File: config.mk
export PLATFORM = sky130hd
export DESIGN_NAME = timer_seq_ctrl
export DESIGN_NICKNAME = d
export VERILOG_FILES = /design/src/rtl/timer_seq_ctrl.sv
export SDC_FILE = /design/constraint.sdc
export NUM_CORES = 1
export LEC_CHECK = 0
export CORE_ASPECT_RATIO = 1.25
export CORE_MARGIN = 5
export CORE_UTILIZATION = 45
export CTS_CLUSTER_DIAMETER = 40
export DETAILED_ROUTE_END_ITERATION = 10
export PLACE_DENSITY = 0.72
export REMOVE_ABC_BUFFERS = 1
export SLEW_MARGIN = 20
export SYNTH_ARGS = -nofsm -noshare
export SYNTH_HDL_FRONTEND = slang
export SYNTH_SLANG_ARGS = --single-unit
File: constraint.sdc
create_clock -name pclk -period 3.41 [get_ports pclk]
set_input_delay 0.341 -clock pclk [delete_from_list [all_inputs] [get_ports pclk]]
set_output_delay 0.341 -clock pclk [all_outputs]
set_load 0.03 [all_outputs]
File: src/rtl/timer_seq_ctrl.sv
// APB master sequencer for a timer: loads and starts the timer, then polls its status
// register for a programmed number of overflow/underflow events before stopping it.
`timescale 1ns/1ps
module timer_seq_ctrl #(
  parameter logic [7:0]  ADDR_TDR   = 8'h00,
  parameter logic [7:0]  ADDR_TCR   = 8'h01,
  parameter logic [7:0]  ADDR_TSR   = 8'h02,
  parameter logic [15:0] POLL_LIMIT = 16'd1000
) (
  input  logic       pclk,
  input  logic       preset,
  input  logic       cmd_valid,
  output logic       cmd_ready,
  input  logic [7:0] cmd_tdr,
  input  logic [7:0] cmd_tcr,
  input  logic [3:0] cmd_count,
  input  logic       abort,
  output logic       psel,
  output logic       penable,
  output logic       pwrite,
  output logic [7:0] paddr,
  output logic [7:0] pwdata,
  input  logic [7:0] prdata,
  input  logic       pready,
  input  logic       pslverr,
  output logic       done,
  output logic       err,
  output logic [1:0] err_code,
  output logic       busy
);

  typedef enum logic [2:0] {
    S_IDLE, S_WR_TDR, S_WR_LOAD, S_WR_RUN, S_POLL, S_CLR, S_STOP, S_FIN
  } state_e;

  typedef enum logic [1:0] {PH_GAP, PH_SETUP, PH_ACCESS} phase_e;

  localparam logic [1:0] ERR_NONE = 2'b00;
  localparam logic [1:0] ERR_SLV  = 2'b01;
  localparam logic [1:0] ERR_TMO  = 2'b10;
  localparam logic [1:0] ERR_ABT  = 2'b11;

  state_e      state_q, state_d;
  phase_e      phase_q, phase_d;
  logic [7:0]  tdr_q, tdr_d;
  logic [2:0]  mode_q, mode_d;      // {up/down, clock select[1:0]}
  logic [3:0]  cnt_q, cnt_d;
  logic [15:0] poll_q, poll_d;
  logic [1:0]  err_code_q, err_code_d;

  logic        in_xfer;
  logic [7:0]  x_addr;
  logic        x_write;
  logic [7:0]  x_data;
  logic        xfer_done;
  logic        can_abort;
  logic [15:0] poll_inc;
  logic [3:0]  cnt_dec;
  logic        unused_bits;

  assign unused_bits = ^{cmd_tcr[7:6], cmd_tcr[4:2], prdata[7:2]};

  function automatic logic [1:0] first_err(input logic [1:0] cur, input logic [1:0] code);
    return (cur == ERR_NONE) ? code : cur;
  endfunction

  // Each bus state owns exactly one transfer; its address/data are constant while in it.
  always_comb begin
    in_xfer = 1'b1;
    x_addr  = 8'h00;
    x_write = 1'b0;
    x_data  = 8'h00;
    case (state_q)
      S_WR_TDR:  begin x_addr = ADDR_TDR; x_write = 1'b1; x_data = tdr_q; end
      S_WR_LOAD: begin
        x_addr  = ADDR_TCR;
        x_write = 1'b1;
        x_data  = {1'b1, 1'b0, mode_q[2], 1'b0, 2'b00, mode_q[1:0]};
      end
      S_WR_RUN:  begin
        x_addr  = ADDR_TCR;
        x_write = 1'b1;
        x_data  = {1'b0, 1'b0, mode_q[2], 1'b1, 2'b00, mode_q[1:0]};
      end
      S_POLL:    begin x_addr = ADDR_TSR; x_write = 1'b0; end
      S_CLR:     begin x_addr = ADDR_TSR; x_write = 1'b1; end
      S_STOP:    begin x_addr = ADDR_TCR; x_write = 1'b1; end
      default:   in_xfer = 1'b0;
    endcase
  end

  assign psel      = in_xfer && (phase_q != PH_GAP);
  assign penable   = in_xfer && (phase_q == PH_ACCESS);
  assign pwrite    = x_write;
  assign paddr     = x_addr;
  assign pwdata    = x_data;
  assign cmd_ready = (state_q == S_IDLE);
  assign busy      = (state_q != S_IDLE);
  assign done      = (state_q == S_FIN) && (err_code_q == ERR_NONE);
  assign err       = (state_q == S_FIN) && (err_code_q != ERR_NONE);
  assign err_code  = err_code_q;

  assign xfer_done = penable && pready;
  // Abort is honoured only between transfers or at a completing edge, and never once stopping.
  assign can_abort = abort && (state_q inside {S_WR_TDR, S_WR_LOAD, S_WR_RUN, S_POLL, S_CLR})
                     && ((phase_q == PH_GAP) || xfer_done);
  assign poll_inc  = (poll_q == 16'hFFFF) ? poll_q : poll_q + 16'd1;
  assign cnt_dec   = (cnt_q == 4'd0) ? 4'd0 : cnt_q - 4'd1;

  always_comb begin
    state_d    = state_q;
    phase_d    = phase_q;
    tdr_d      = tdr_q;
    mode_d     = mode_q;
    cnt_d      = cnt_q;
    poll_d     = poll_q;
    err_code_d = err_code_q;
    case (state_q)
      S_IDLE: begin
        if (cmd_valid) begin
          tdr_d      = cmd_tdr;
          mode_d     = {cmd_tcr[5], cmd_tcr[1:0]};
          cnt_d      = (cmd_count == 4'd0) ? 4'd1 : cmd_count;
          poll_d     = 16'd0;
          err_code_d = ERR_NONE;
          state_d    = S_WR_TDR;
          phase_d    = PH_GAP;
        end
      end
      S_FIN: begin
        state_d = S_IDLE;
        phase_d = PH_GAP;
      end
      default: begin
        case (phase_q)
          PH_GAP: begin
            phase_d = PH_SETUP;
            if (can_abort) begin
              err_code_d = first_err(err_code_q, ERR_ABT);
              state_d    = S_STOP;
            end
          end
          PH_SETUP: phase_d = PH_ACCESS;
          default: begin
            if (pready) begin
              phase_d = PH_GAP;
              if (state_q == S_STOP) begin
                if (pslverr) err_code_d = first_err(err_code_q, ERR_SLV);
                state_d = S_FIN;
              end else if (pslverr) begin
                err_code_d = first_err(err_code_q, ERR_SLV);
                state_d    = S_STOP;
              end else if (can_abort) begin
                err_code_d = first_err(err_code_q, ERR_ABT);
                state_d    = S_STOP;
              end else begin
                case (state_q)
                  S_WR_TDR:  state_d = S_WR_LOAD;
                  S_WR_LOAD: state_d = S_WR_RUN;
                  S_WR_RUN: begin
                    state_d = S_POLL;
                    poll_d  = 16'd0;
                  end
                  S_POLL: begin
                    if (prdata[1:0] != 2'b00) begin
                      state_d = S_CLR;
                    end else begin
                      poll_d = poll_inc;
                      if (poll_inc >= POLL_LIMIT) begin
                        err_code_d = first_err(err_code_q, ERR_TMO);
                        state_d    = S_STOP;
                      end
                    end
                  end
                  S_CLR: begin
                    cnt_d   = cnt_dec;
                    poll_d  = 16'd0;
                    state_d = (cnt_dec == 4'd0) ? S_STOP : S_POLL;
                  end
                  default: state_d = state_q;
                endcase
              end
            end
          end
        endcase
      end
    endcase
  end

  always_ff @(posedge pclk or posedge preset) begin
    if (preset) begin
      state_q    <= S_IDLE;
      phase_q    <= PH_GAP;
      tdr_q      <= 8'h00;
      mode_q     <= 3'b000;
      cnt_q      <= 4'd0;
      poll_q     <= 16'd0;
      err_code_q <= ERR_NONE;
    end else begin
      state_q    <= state_d;
      phase_q    <= phase_d;
      tdr_q      <= tdr_d;
      mode_q     <= mode_d;
      cnt_q      <= cnt_d;
      poll_q     <= poll_d;
      err_code_q <= err_code_d;
    end
  end

endmodule

==> impl_metrics.ini <==
[floorplanning]
rows = 31
die_h_um = 96.4
die_w_um = 79.1
core_um2 = 5820
start_util = 0.462
dieArea_um2 = 7620
ios = 59

[power_and_ir_drop]
p_leak_nw = 1.35
peakVddDrop_mv = 0.333
cellPowerDensity_nw_per_um2 = 743

[critical_path]
critical_path.max_fanout = 10
worst_path_most_repeated_cell = nand4_2
path_cells = ha_1 -> nand4_2 -> or4_4 -> nand4_2 -> mux2i_1 -> nand4_2 -> a21oi_2 -> mux2_1
cp.arrival_ns = 2.96
cp_top_family = simple AND/OR/NAND/NOR gates
worstPathRequired_ns = 3.59
worst_setup_path_start_kind = register
crit_path_max_incr_delay_ns = 0.58
cp-end-kind = register
crit_slowest_cell = or4_4
critPathBufInv = 0
critPathKind = reg2reg

[clocking]
cts_tree = yes
cts_buffer_depth = 2
cts_buffers = 5
ctsHoldBuffers = 0
htree_levels = 2
cts-root-buf = clkbuf_8
post_cts_buffers = 0
cts_resized = 0
worstSkewPairLatency_ns = 0.29
clk_pin_slew_worst_paths_ns = 0.08
cts_sinks = 38

[placement]
gp_congestion = 0.851
dp_hpwl_um = 4810
preCtsSetupSlack_ns = 0.658
place_area_um2 = 3100
portBuffers = 41

[grt]
grt_overflow = 0
grt_start_max_net_pins = 23
grtUsageTotal = 0.184
antenna_found_initial = 0
grt_pass1_vias = 2408
grt_pass1_wl_um = 11200

[logic_synthesis]
syn_inst = 332
synthTopCellsByCount = nand2_1 (55), dfrtp_1 (38), nor2_1 (37)
synth_top_area_frac = 0.354
ys_seq_area_frac = 0.354
yosysMostFrequentCell = nand2_1
synth_area_um2 = 2690
async_reset_ff_frac = 1.00
yosys_register_bits = 38
ys.flop_type = dfrtp_1
syn_avg_cell_area_um2 = 8.09
synth.largest_area_cell = dfrtp_1
synth_warnings = 0
yosysUniqueCellTypes = 64
ys_top_cells_by_area = dfrtp_1 (35%), nand2_1 (7.7%), nor2_1 (5.2%), a21oi_1 (4.1%), o21ai_0 (3.9%)
synth_edf_count = 0

[route]
ant_nets = 0
wl_met3_um = 350
totalWireLength_um = 6660
drt_iter0_drc = 195
first_pass_iters = 4
wl_met2_um = 3450
wl_per_cell_um = 15.3
drc = 0
wl_met1_um = 2760
via_per_inst = 5.90
via_count = 2571
maxUsedRoutingLayer = met4

[sta]
min_period_ns = 2.77
hold_viol = 0
slew_headroom = 0.383
rsz0062_at_grt = no
finalCritPeriodShare = 0.813
fmax_ghz = 0.361
tightest_slew_ns = 0.924
finalSetupTns_ns = 0
worst_slack_ns = 0.638
slew_viol_final = 0
finClkSkew_ns = 0.00686
setup_violations = 0
holdWs_ns = 0.477

[layout]
area_growth_pct = 20.5
final_layout_size_suffix_gt1_frac = 0.103
n_antenna_cell = 0
finalInstanceArea_um2 = 3240
fin_nets = 404

[hold_path]
min_path_type = reg2reg

[run]
maxCapViolCount = 0

[run_status]
status = finished clean
state kept, by name (all words and copies together), names as in the netlist:
register and cells:
phase_q 2, cnt_q 4, state_q 3, poll_q 16, tdr_q 8, mode_q 3, err_code 2
cell type report:
type	instances	area (um^2)
inverter	7	33.8
sequential	38	951
multi-input combinational	268	1560
timing repair buffer	49	470
fill	552	2580
tap	66	82.6
clock inverter	3	68.8
clock buffer	5	68.8
per-stage QoR:
step                total power [mW]   util  cells
finish                          2.40  0.556    436
global route                    2.57  0.556    436
CTS                             2.42  0.556    436
detailed placement              1.95  0.532    428
global placement                1.92  0.532    428
floorplan                       1.52      -    313
power by group:
part | internal (mW) | switching [mW] | leakage (nW)
Clock | 0.293 | 0.172 | 0.0683
Sequential | 0.583 | 0.119 | 0.492
Combinational | 0.500 | 0.737 | 0.788
worst paths after layout:
| check | start | endpoint | slack, ns | cells past startpoint |
|---|---|---|---|---|
| min | tdr_q[6] | tdr_q[6] | 0.48 | 2 |
| min reg2reg | tdr_q[6] | tdr_q[6] | 0.48 | 2 |
| max in group asynchronous | preset | poll_q[14] | 2.09 | 3 |
| max reg2reg | poll_q[0] | state_q[0] | 0.64 | 8 |
| max | poll_q[0] | state_q[0] | 0.64 | 8 |
| min in group asynchronous | preset | poll_q[4] | 0.55 | 2 |
placed cells by master, fill, tap and decap left out, types with 3 or more instances in the layout:
cell / count
nand2_1: 55
clkdlybuf4s50_1: 41
dfrtp_1: 38
nor2_1: 37
a21oi_1: 22
o21ai_0: 21
nor3_1: 12
o31ai_1: 11
buf_4: 8
nor4_1: 7
o21ai_1: 7
nand3_1: 6
and3_1: 6
conb_1: 6
and2_1: 5
inv_1: 5
clkbuf_8: 5
nand4_2: 4
nand4_1: 4
xnor2_1: 4
a22oi_1: 4
nor2b_1: 3
o21bai_1: 3
a21o_1: 3
mux2i_1: 3
cell families (layout without fill, tap and decap cells):
group,Yosys count,after routing,share of synthesized area
and+or+nand+nor,158,158,0.305
buffers and inverters,31,64,0.0718
muxes,5,5,0.0196
adders and majority gates,1,1,0.00466
xor gates and xnor gates,5,5,0.0163
AOI/OAI and AO/OA,93,93,0.227
other,1,6,0.00140
DFF,38,38,0.354
metal layers:
layer	global-route usage	up-vias
met4	0.0673	0
met5	0	-
met3	0.0365	11
met2	0.334	80
li1	-	1254
met1	0.214	1226
worst reg2reg max path, stage by stage (launching register included):
cell and delay [ns]:
dfrtp_1 0.42, ha_1 0.31, nand4_2 0.27, or4_4 0.58, nand4_2 0.17, mux2i_1 0.23, nand4_2 0.15, a21oi_2 0.20
mux2_1 0.33
No activity file was read; power rests on OpenSTA's default activity.
